**src/rtl/div_pkg.sv**
```systemverilog
// Shared definitions for the sequential restoring divider: default width,
// FSM encodings and iteration counter width.
package div_pkg;

  localparam int DEF_WIDTH = 32;
  localparam int CNT_W     = $clog2(DEF_WIDTH);

  typedef enum logic [1:0] {
    S_IDLE = 2'd0,
    S_RUN  = 2'd1,
    S_DONE = 2'd2
  } state_e;

endpackage : div_pkg

```
**src/rtl/seq_divider_if.sv**
```systemverilog
// Start/busy/done handshake plus operand and result buses of the divider.
interface seq_divider_if #(
  parameter int WIDTH = div_pkg::DEF_WIDTH
) ();

  logic             start;
  logic [WIDTH-1:0] dividend;
  logic [WIDTH-1:0] divisor;
  logic             busy;
  logic             done;
  logic [WIDTH-1:0] quotient;
  logic [WIDTH-1:0] remainder;
  logic             dbz;

  modport master (
    output start, dividend, divisor,
    input  busy, done, quotient, remainder, dbz
  );

  modport slave (
    input  start, dividend, divisor,
    output busy, done, quotient, remainder, dbz
  );

endinterface : seq_divider_if

```
**src/rtl/div_trial_sub.sv**
```systemverilog
// Combinational (WIDTH+1)-bit trial subtraction a - b done as a + ~b + 1;
// the carry out of the top bit is the "result is non-negative" flag.
module div_trial_sub
  import div_pkg::*;
#(
  parameter int WIDTH = DEF_WIDTH
) (
  input  logic [WIDTH:0]   a_i,
  input  logic [WIDTH-1:0] b_i,
  output logic [WIDTH:0]   diff_o,
  output logic             nonneg_o
);

  logic [WIDTH+1:0] sum;

  assign sum = {1'b0, a_i} + {1'b0, ~{1'b0, b_i}} + {{(WIDTH+1){1'b0}}, 1'b1};
  assign {nonneg_o, diff_o} = sum;

endmodule : div_trial_sub

```
**src/rtl/seq_divider.sv**
```systemverilog
// Multi-cycle unsigned restoring divider: one quotient bit per clock, results
// held in output registers until the next accepted start.
module seq_divider
  import div_pkg::*;
#(
  parameter int WIDTH = DEF_WIDTH
) (
  input  logic         clk,
  input  logic         reset,
  seq_divider_if.slave bus
);

  localparam logic [CNT_W-1:0] LAST_ITER = CNT_W'(WIDTH - 1);

  state_e           state_q;
  logic             busy_q;
  logic             done_q;
  logic             dbz_q;
  logic [CNT_W-1:0] cnt_q;
  logic [WIDTH-1:0] a_q;
  logic [WIDTH-1:0] q_q;
  logic [WIDTH-1:0] d_q;
  logic [WIDTH-1:0] quot_q;
  logic [WIDTH-1:0] rem_q;

  logic [WIDTH:0]   a_shift;
  logic [WIDTH:0]   diff;
  logic             nonneg;
  logic [WIDTH-1:0] a_d;
  logic [WIDTH-1:0] q_d;
  logic             unused_diff_msb;

  // The shifted partial remainder keeps the bit pushed out of A, so a
  // remainder of 2^(WIDTH-1) or more still compares correctly against D.
  assign a_shift = {a_q, q_q[WIDTH-1]};

  div_trial_sub #(
    .WIDTH (WIDTH)
  ) u_trial_sub (
    .a_i      (a_shift),
    .b_i      (d_q),
    .diff_o   (diff),
    .nonneg_o (nonneg)
  );

  // A successful trial always leaves a difference below D, so its MSB is zero.
  assign a_d             = nonneg ? diff[WIDTH-1:0] : a_shift[WIDTH-1:0];
  assign q_d             = {q_q[WIDTH-2:0], nonneg};
  assign unused_diff_msb = diff[WIDTH];

  always_ff @(posedge clk) begin
    if (reset) begin
      state_q <= S_IDLE;
      busy_q  <= 1'b0;
      done_q  <= 1'b0;
      dbz_q   <= 1'b0;
      cnt_q   <= '0;
      a_q     <= '0;
      q_q     <= '0;
      d_q     <= '0;
      quot_q  <= '0;
      rem_q   <= '0;
    end else begin
      case (state_q)
        S_IDLE: begin
          if (bus.start) begin
            d_q    <= bus.divisor;
            a_q    <= '0;
            q_q    <= bus.dividend;
            cnt_q  <= '0;
            busy_q <= 1'b1;
            if (bus.divisor == '0) begin
              quot_q  <= '1;
              rem_q   <= bus.dividend;
              dbz_q   <= 1'b1;
              done_q  <= 1'b1;
              state_q <= S_DONE;
            end else begin
              dbz_q   <= 1'b0;
              state_q <= S_RUN;
            end
          end
        end
        S_RUN: begin
          a_q   <= a_d;
          q_q   <= q_d;
          cnt_q <= cnt_q + 1'b1;
          if (cnt_q == LAST_ITER) begin
            quot_q  <= q_d;
            rem_q   <= a_d;
            done_q  <= 1'b1;
            state_q <= S_DONE;
          end
        end
        S_DONE: begin
          done_q  <= 1'b0;
          busy_q  <= 1'b0;
          state_q <= S_IDLE;
        end
        default: begin
          done_q  <= 1'b0;
          busy_q  <= 1'b0;
          state_q <= S_IDLE;
        end
      endcase
    end
  end

  assign bus.busy      = busy_q;
  assign bus.done      = done_q;
  assign bus.dbz       = dbz_q;
  assign bus.quotient  = quot_q;
  assign bus.remainder = rem_q;

endmodule : seq_divider

```
**src/flat_wrapper.sv**
```systemverilog
// flat-port wrapper written by rule: the top's interface ports become plain ports
module seq_divider_flat import div_pkg::*;
#(
  parameter int WIDTH = DEF_WIDTH
)
  (clk, reset, bus_start, bus_dividend, bus_divisor, bus_busy, bus_done, bus_quotient, bus_remainder, bus_dbz);
  seq_divider_if #(.WIDTH(WIDTH)) bus_i ();
  input  logic clk;
  input  logic reset;
  input wire logic [$bits(bus_i.start)-1:0] bus_start;
  input wire logic [$bits(bus_i.dividend)-1:0] bus_dividend;
  input wire logic [$bits(bus_i.divisor)-1:0] bus_divisor;
  output wire logic [$bits(bus_i.busy)-1:0] bus_busy;
  output wire logic [$bits(bus_i.done)-1:0] bus_done;
  output wire logic [$bits(bus_i.quotient)-1:0] bus_quotient;
  output wire logic [$bits(bus_i.remainder)-1:0] bus_remainder;
  output wire logic [$bits(bus_i.dbz)-1:0] bus_dbz;
  assign bus_i.start = bus_start;
  assign bus_i.dividend = bus_dividend;
  assign bus_i.divisor = bus_divisor;
  assign bus_busy = bus_i.busy;
  assign bus_done = bus_i.done;
  assign bus_quotient = bus_i.quotient;
  assign bus_remainder = bus_i.remainder;
  assign bus_dbz = bus_i.dbz;
  seq_divider #(.WIDTH(WIDTH)) u_core (.clk(clk), .reset(reset), .bus(bus_i));
endmodule
```
**config.mk**
```make
export PLATFORM = sky130hd
export DESIGN_NAME = seq_divider_flat
export DESIGN_NICKNAME = d
export VERILOG_FILES = /design/src/rtl/div_pkg.sv /design/src/rtl/seq_divider_if.sv /design/src/rtl/div_trial_sub.sv /design/src/rtl/seq_divider.sv /design/src/flat_wrapper.sv
export SDC_FILE = /design/constraint.sdc
export NUM_CORES = 1
export LEC_CHECK = 0
export ABC_AREA = 1
export CORE_MARGIN = 8
export CORE_UTILIZATION = 60
export CTS_CLUSTER_DIAMETER = 30
export CTS_CLUSTER_SIZE = 24
export DETAILED_ROUTE_END_ITERATION = 6
export MAX_ROUTING_LAYER = met4
export PLACE_DENSITY_LB_ADDON = 0.2
export SYNTH_ARGS = -nofsm -noshare
export SYNTH_HDL_FRONTEND = slang
export SYNTH_SLANG_ARGS = --single-unit
```
**constraint.sdc**
```tcl
create_clock -name clk -period 3 [get_ports clk]
set_input_delay 0.6 -clock clk [delete_from_list [all_inputs] [get_ports clk]]
set_output_delay 0.6 -clock clk [all_outputs]
set_load 0.01 [all_outputs]
```
==> run_results.csv <==
group,metric,value,unit
synthesis,synth_flop_cell,"dfxtp_1",
synthesis,synth_top_cell_area_share,0.354,
cts,post_cts.repair.setup_buffers,0,
detailed_routing,wl_per_cell,16.0,um
sta,slew_headroom,0.360,
synthesis,synthCells,1538,
grt,grtUsageTotal,0.304,
layout,multi_input_area,5060,um2
pwr,power.total,6.22,mW
layout,drive_above_1_share,0.0383,
grt,grt_pass1_vias,9736,
synthesis,ys.warnings.count,0,
detailed_routing,vias_per_cell,5.52,
run,max_cap_viol_count,0,
sta,worstMarginPinSlew,0.958,ns
pwr,power_frac_clock,0.352,
cts,clockBufferDepth,2,
critical_path,criticalPathCategory,"flip-flop to flip-flop",
cts,path_clk_slew,0.07,ns
sta,setup_viol,0,
synthesis,synthTopCellsByArea,"dfxtp_1, nand2_1, inv_1",
critical_path,worstPathCellList,"inv_1 -> ha_1 -> nand2_1 -> nor2_1 -> nand3_1 -> nand3_2 -> nand2_1 -> nand2_1 -> nand2_2 -> a21oi_4 -> buf_4 -> nand2_1 -> nand3_1 -> nand2_1 -> inv_1",
hold_path,worstHoldStart,"u_core.d_q[27]$_SDFFE_PP0P_",
critical_path,endpoint_kind,"flip-flop",
floorplan,die_area,20300,um2
detailed_routing,first_iter_violations,808,
grt,grt_pass1_wl,48000,um
cts,cts_sinks,170,
floorplan,start_util,0.609,
hold_path,hp-class,"flip-flop to flip-flop",
cts,clk_latency,0.44,ns
detailed_routing,drc_errors,0,
floorplan,dieWidth,143,um
layout,n_antenna_cell,0,
critical_path,critPathLaunchType,"flip-flop",
synthesis,ys_top_cells_by_count,"nand2_1, inv_1, nor2_1",
pwr,powerDensity,535,nW/um2
pwr,ir_worst_vdd,0.438,mV
synthesis,synthDistinctLibCells,33,
cts,post_cts_resized,0,
synthesis,yosysMostFrequentCell,"nand2_1",
cts,cts_max_level,4,
cts,cts_buffers,17,
detailed_routing,antenna_left,0,
floorplan,coreArea,15800,um2
pwr,switching_power,2.11,mW
sta,final.setup_skew,0.0103,ns
floorplan,pin_count,134,
grt,grt-ovfl-total,0,
place,dp_hpwl,21600,um
cts,cts_root_buf,"clkbuf_16",
place,io_buffers,133,
detailed_routing,firstDrtPassIters,6,
layout,register_area,3400,um2
pwr,intPower,4.11,mW
critical_path,critPathBufInv,3,
synthesis,yosysSeqAreaShare,0.354,
sta,fin_crit,2.62,ns
critical_path,worst_path_most_repeated_cell,"nand2_1",
critical_path,path_delay_family,"simple AND/OR/NAND/NOR gates",
critical_path,cp_slowest_cell,"ha_1",
sta,setup_tns,0,ns
sta,hold_viol_final,0,
floorplan,die_h,143,um
detailed_routing,wl,29800,um
detailed_routing,num_vias,10300,
pwr,combPwrFrac,0.238,
synthesis,synthArstFlopShare,0,
critical_path,crit_required,3.38,ns
critical_path,worst_path_largest_cell_delay,0.39,ns
layout,nNetsFinal,1736,
sta,rsz0062_at_grt,"no",
critical_path,crit_arrival,3.01,ns
synthesis,synth-seq-cells,170,
status,status,"complete, no violations",
sta,slew_violations,0,
critical_path,crit_fanout,33,
cts,hold_buffers,0,
layout,area_growth_syn_to_layout,21.0,%
place,routabilityCongestion,0.990,
synthesis,avgSynthCellArea,6.24,um2
critical_path,crit_start,"u_core.d_q[4]$_SDFFE_PP0P_",
synthesis,synth-edff-count,0,
grt,grt_max_degree,69,
synthesis,synth_nets,1640,
sta,fmax,381,MHz
pwr,power.share.sequential,0.410,
sta,min_period_over_period,0.874,
layout,fillers,1363,
critical_path,worstReg2RegStart,"u_core.d_q[4]$_SDFFE_PP0P_",
pwr,switching_share,0.339,
pwr,p_leak,5.78,nW
grt,antenna_found_initial,0,
synthesis,netlist_area,9600,um2
floorplan,rows,46,
synthesis,synth_area_leader_cell,"dfxtp_1",
cts,cts_tree,"built",
## final timing paths
| check | cells after the start | slack (ns) | to |
|---|---|---|---|
| worst max-delay path | 15 | 0.38 | u_core.bus.remainder[4]$_SDFFE_PP0P_ |
| worst min-delay path | 2 | 0.46 | u_core.d_q[27]$_SDFFE_PP0P_ |
| worst max register to register | 15 | 0.38 | u_core.bus.remainder[4]$_SDFFE_PP0P_ |
| worst min register to register | 2 | 0.46 | u_core.d_q[27]$_SDFFE_PP0P_ |
## power groups by stage
stage | logic [mW] | registers [mW] | clock network [mW]
floorplan | 0.885 | 2.61 | 0
global placement | 1.42 | 2.59 | 0
detailed placement | 1.45 | 2.59 | 0
CTS | 1.47 | 2.55 | 2.21
global route | 1.64 | 2.57 | 2.31
finish | 1.48 | 2.55 | 2.19
## worst min-delay path: cells and delay by family (launching register included)
kind | cells | cell delay (ns)
AOI/OAI and AO/OA | 1 | 0.06
DFF | 1 | 0.30
buffers and inverters | 1 | 0.06
## placed cells by master, fill, tap and decap left out, types with 2 or more instances in the layout
| cell | count |
|---|---|
| nand2_1 | 431 |
| inv_1 | 220 |
| nor2_1 | 194 |
| dfxtp_1 | 170 |
| clkdlybuf4s50_1 | 133 |
| o21ai_0 | 104 |
| nand3_1 | 95 |
| a21oi_1 | 93 |
| nand4_1 | 40 |
| ha_1 | 34 |
| a31oi_1 | 31 |
| clkbuf_16 | 17 |
| xor2_1 | 15 |
| buf_4 | 14 |
| nor3_1 | 9 |
| inv_2 | 4 |
| nand2_2 | 4 |
| clkinv_4 | 4 |
| inv_8 | 4 |
| o21bai_1 | 3 |
| nor2_2 | 3 |
| clkinv_8 | 3 |
| nand3b_1 | 2 |
| or2_2 | 2 |
| o21a_1 | 2 |
| nand3_2 | 2 |
| inv_6 | 2 |
## registers in the layout (all words and copies together), names as in the netlist
register,flops
u_core.a_q,32
u_core.bus.quotient,32
u_core.bus.remainder,32
u_core.d_q,32
u_core.q_q,32
u_core.cnt_q,5
u_core.state_q,2
u_core.bus.busy,1
u_core.bus.dbz,1
u_core.bus.done,1
## per-stage QoR
| stage | worst slack, ns | hold slack, ns | utilization | instances | area, um2 |
|---|---|---|---|---|---|
| final | 0.377 | 0.463 | 0.737 | 1863 | 11600 |
| after global routing | 0.111 | 0.485 | 0.737 | 1863 | 11600 |
| after global placement | 0.178 | 0.448 | 0.700 | 1831 | 11000 |
| after detailed placement | 0.158 | 0.455 | 0.700 | 1831 | 11000 |
| after CTS | 0.405 | 0.466 | 0.737 | 1863 | 11600 |
| after floorplan | 1.05 | 0.435 | - | 1538 | 9600 |
## routing by layer
layer | global-route usage | share of wire | wire length, um | vias to the layer above
li1 | - | - | - | 5051
met1 | 0.364 | 0.42 | 12500 | 4755
met2 | 0.493 | 0.48 | 14200 | 394
met3 | 0.0513 | 0.063 | 1870 | 93
met4 | 0.137 | 0.042 | 1250 | 0
met5 | - | 0 | 0 | -
## logic make-up after synthesis
logic type	Yosys count	share of synthesized area
simple gates	785	0.336
buf+inv	296	0.119
fa+ha+maj	35	0.0464
flops	170	0.354
compound gates	237	0.131
xor+xnor	15	0.0137
## area by class of cell
cell class,count,share of cell area
Inverter,225,0.0727
Multi-Input combinational cell,1072,0.436
Timing Repair Buffer,148,0.125
Clock buffer,18,0.0369
Tap cell,216,0.0233
Sequential cell,170,0.293
Clock inverter,14,0.0132
Power figures use the tool's default switching activity.
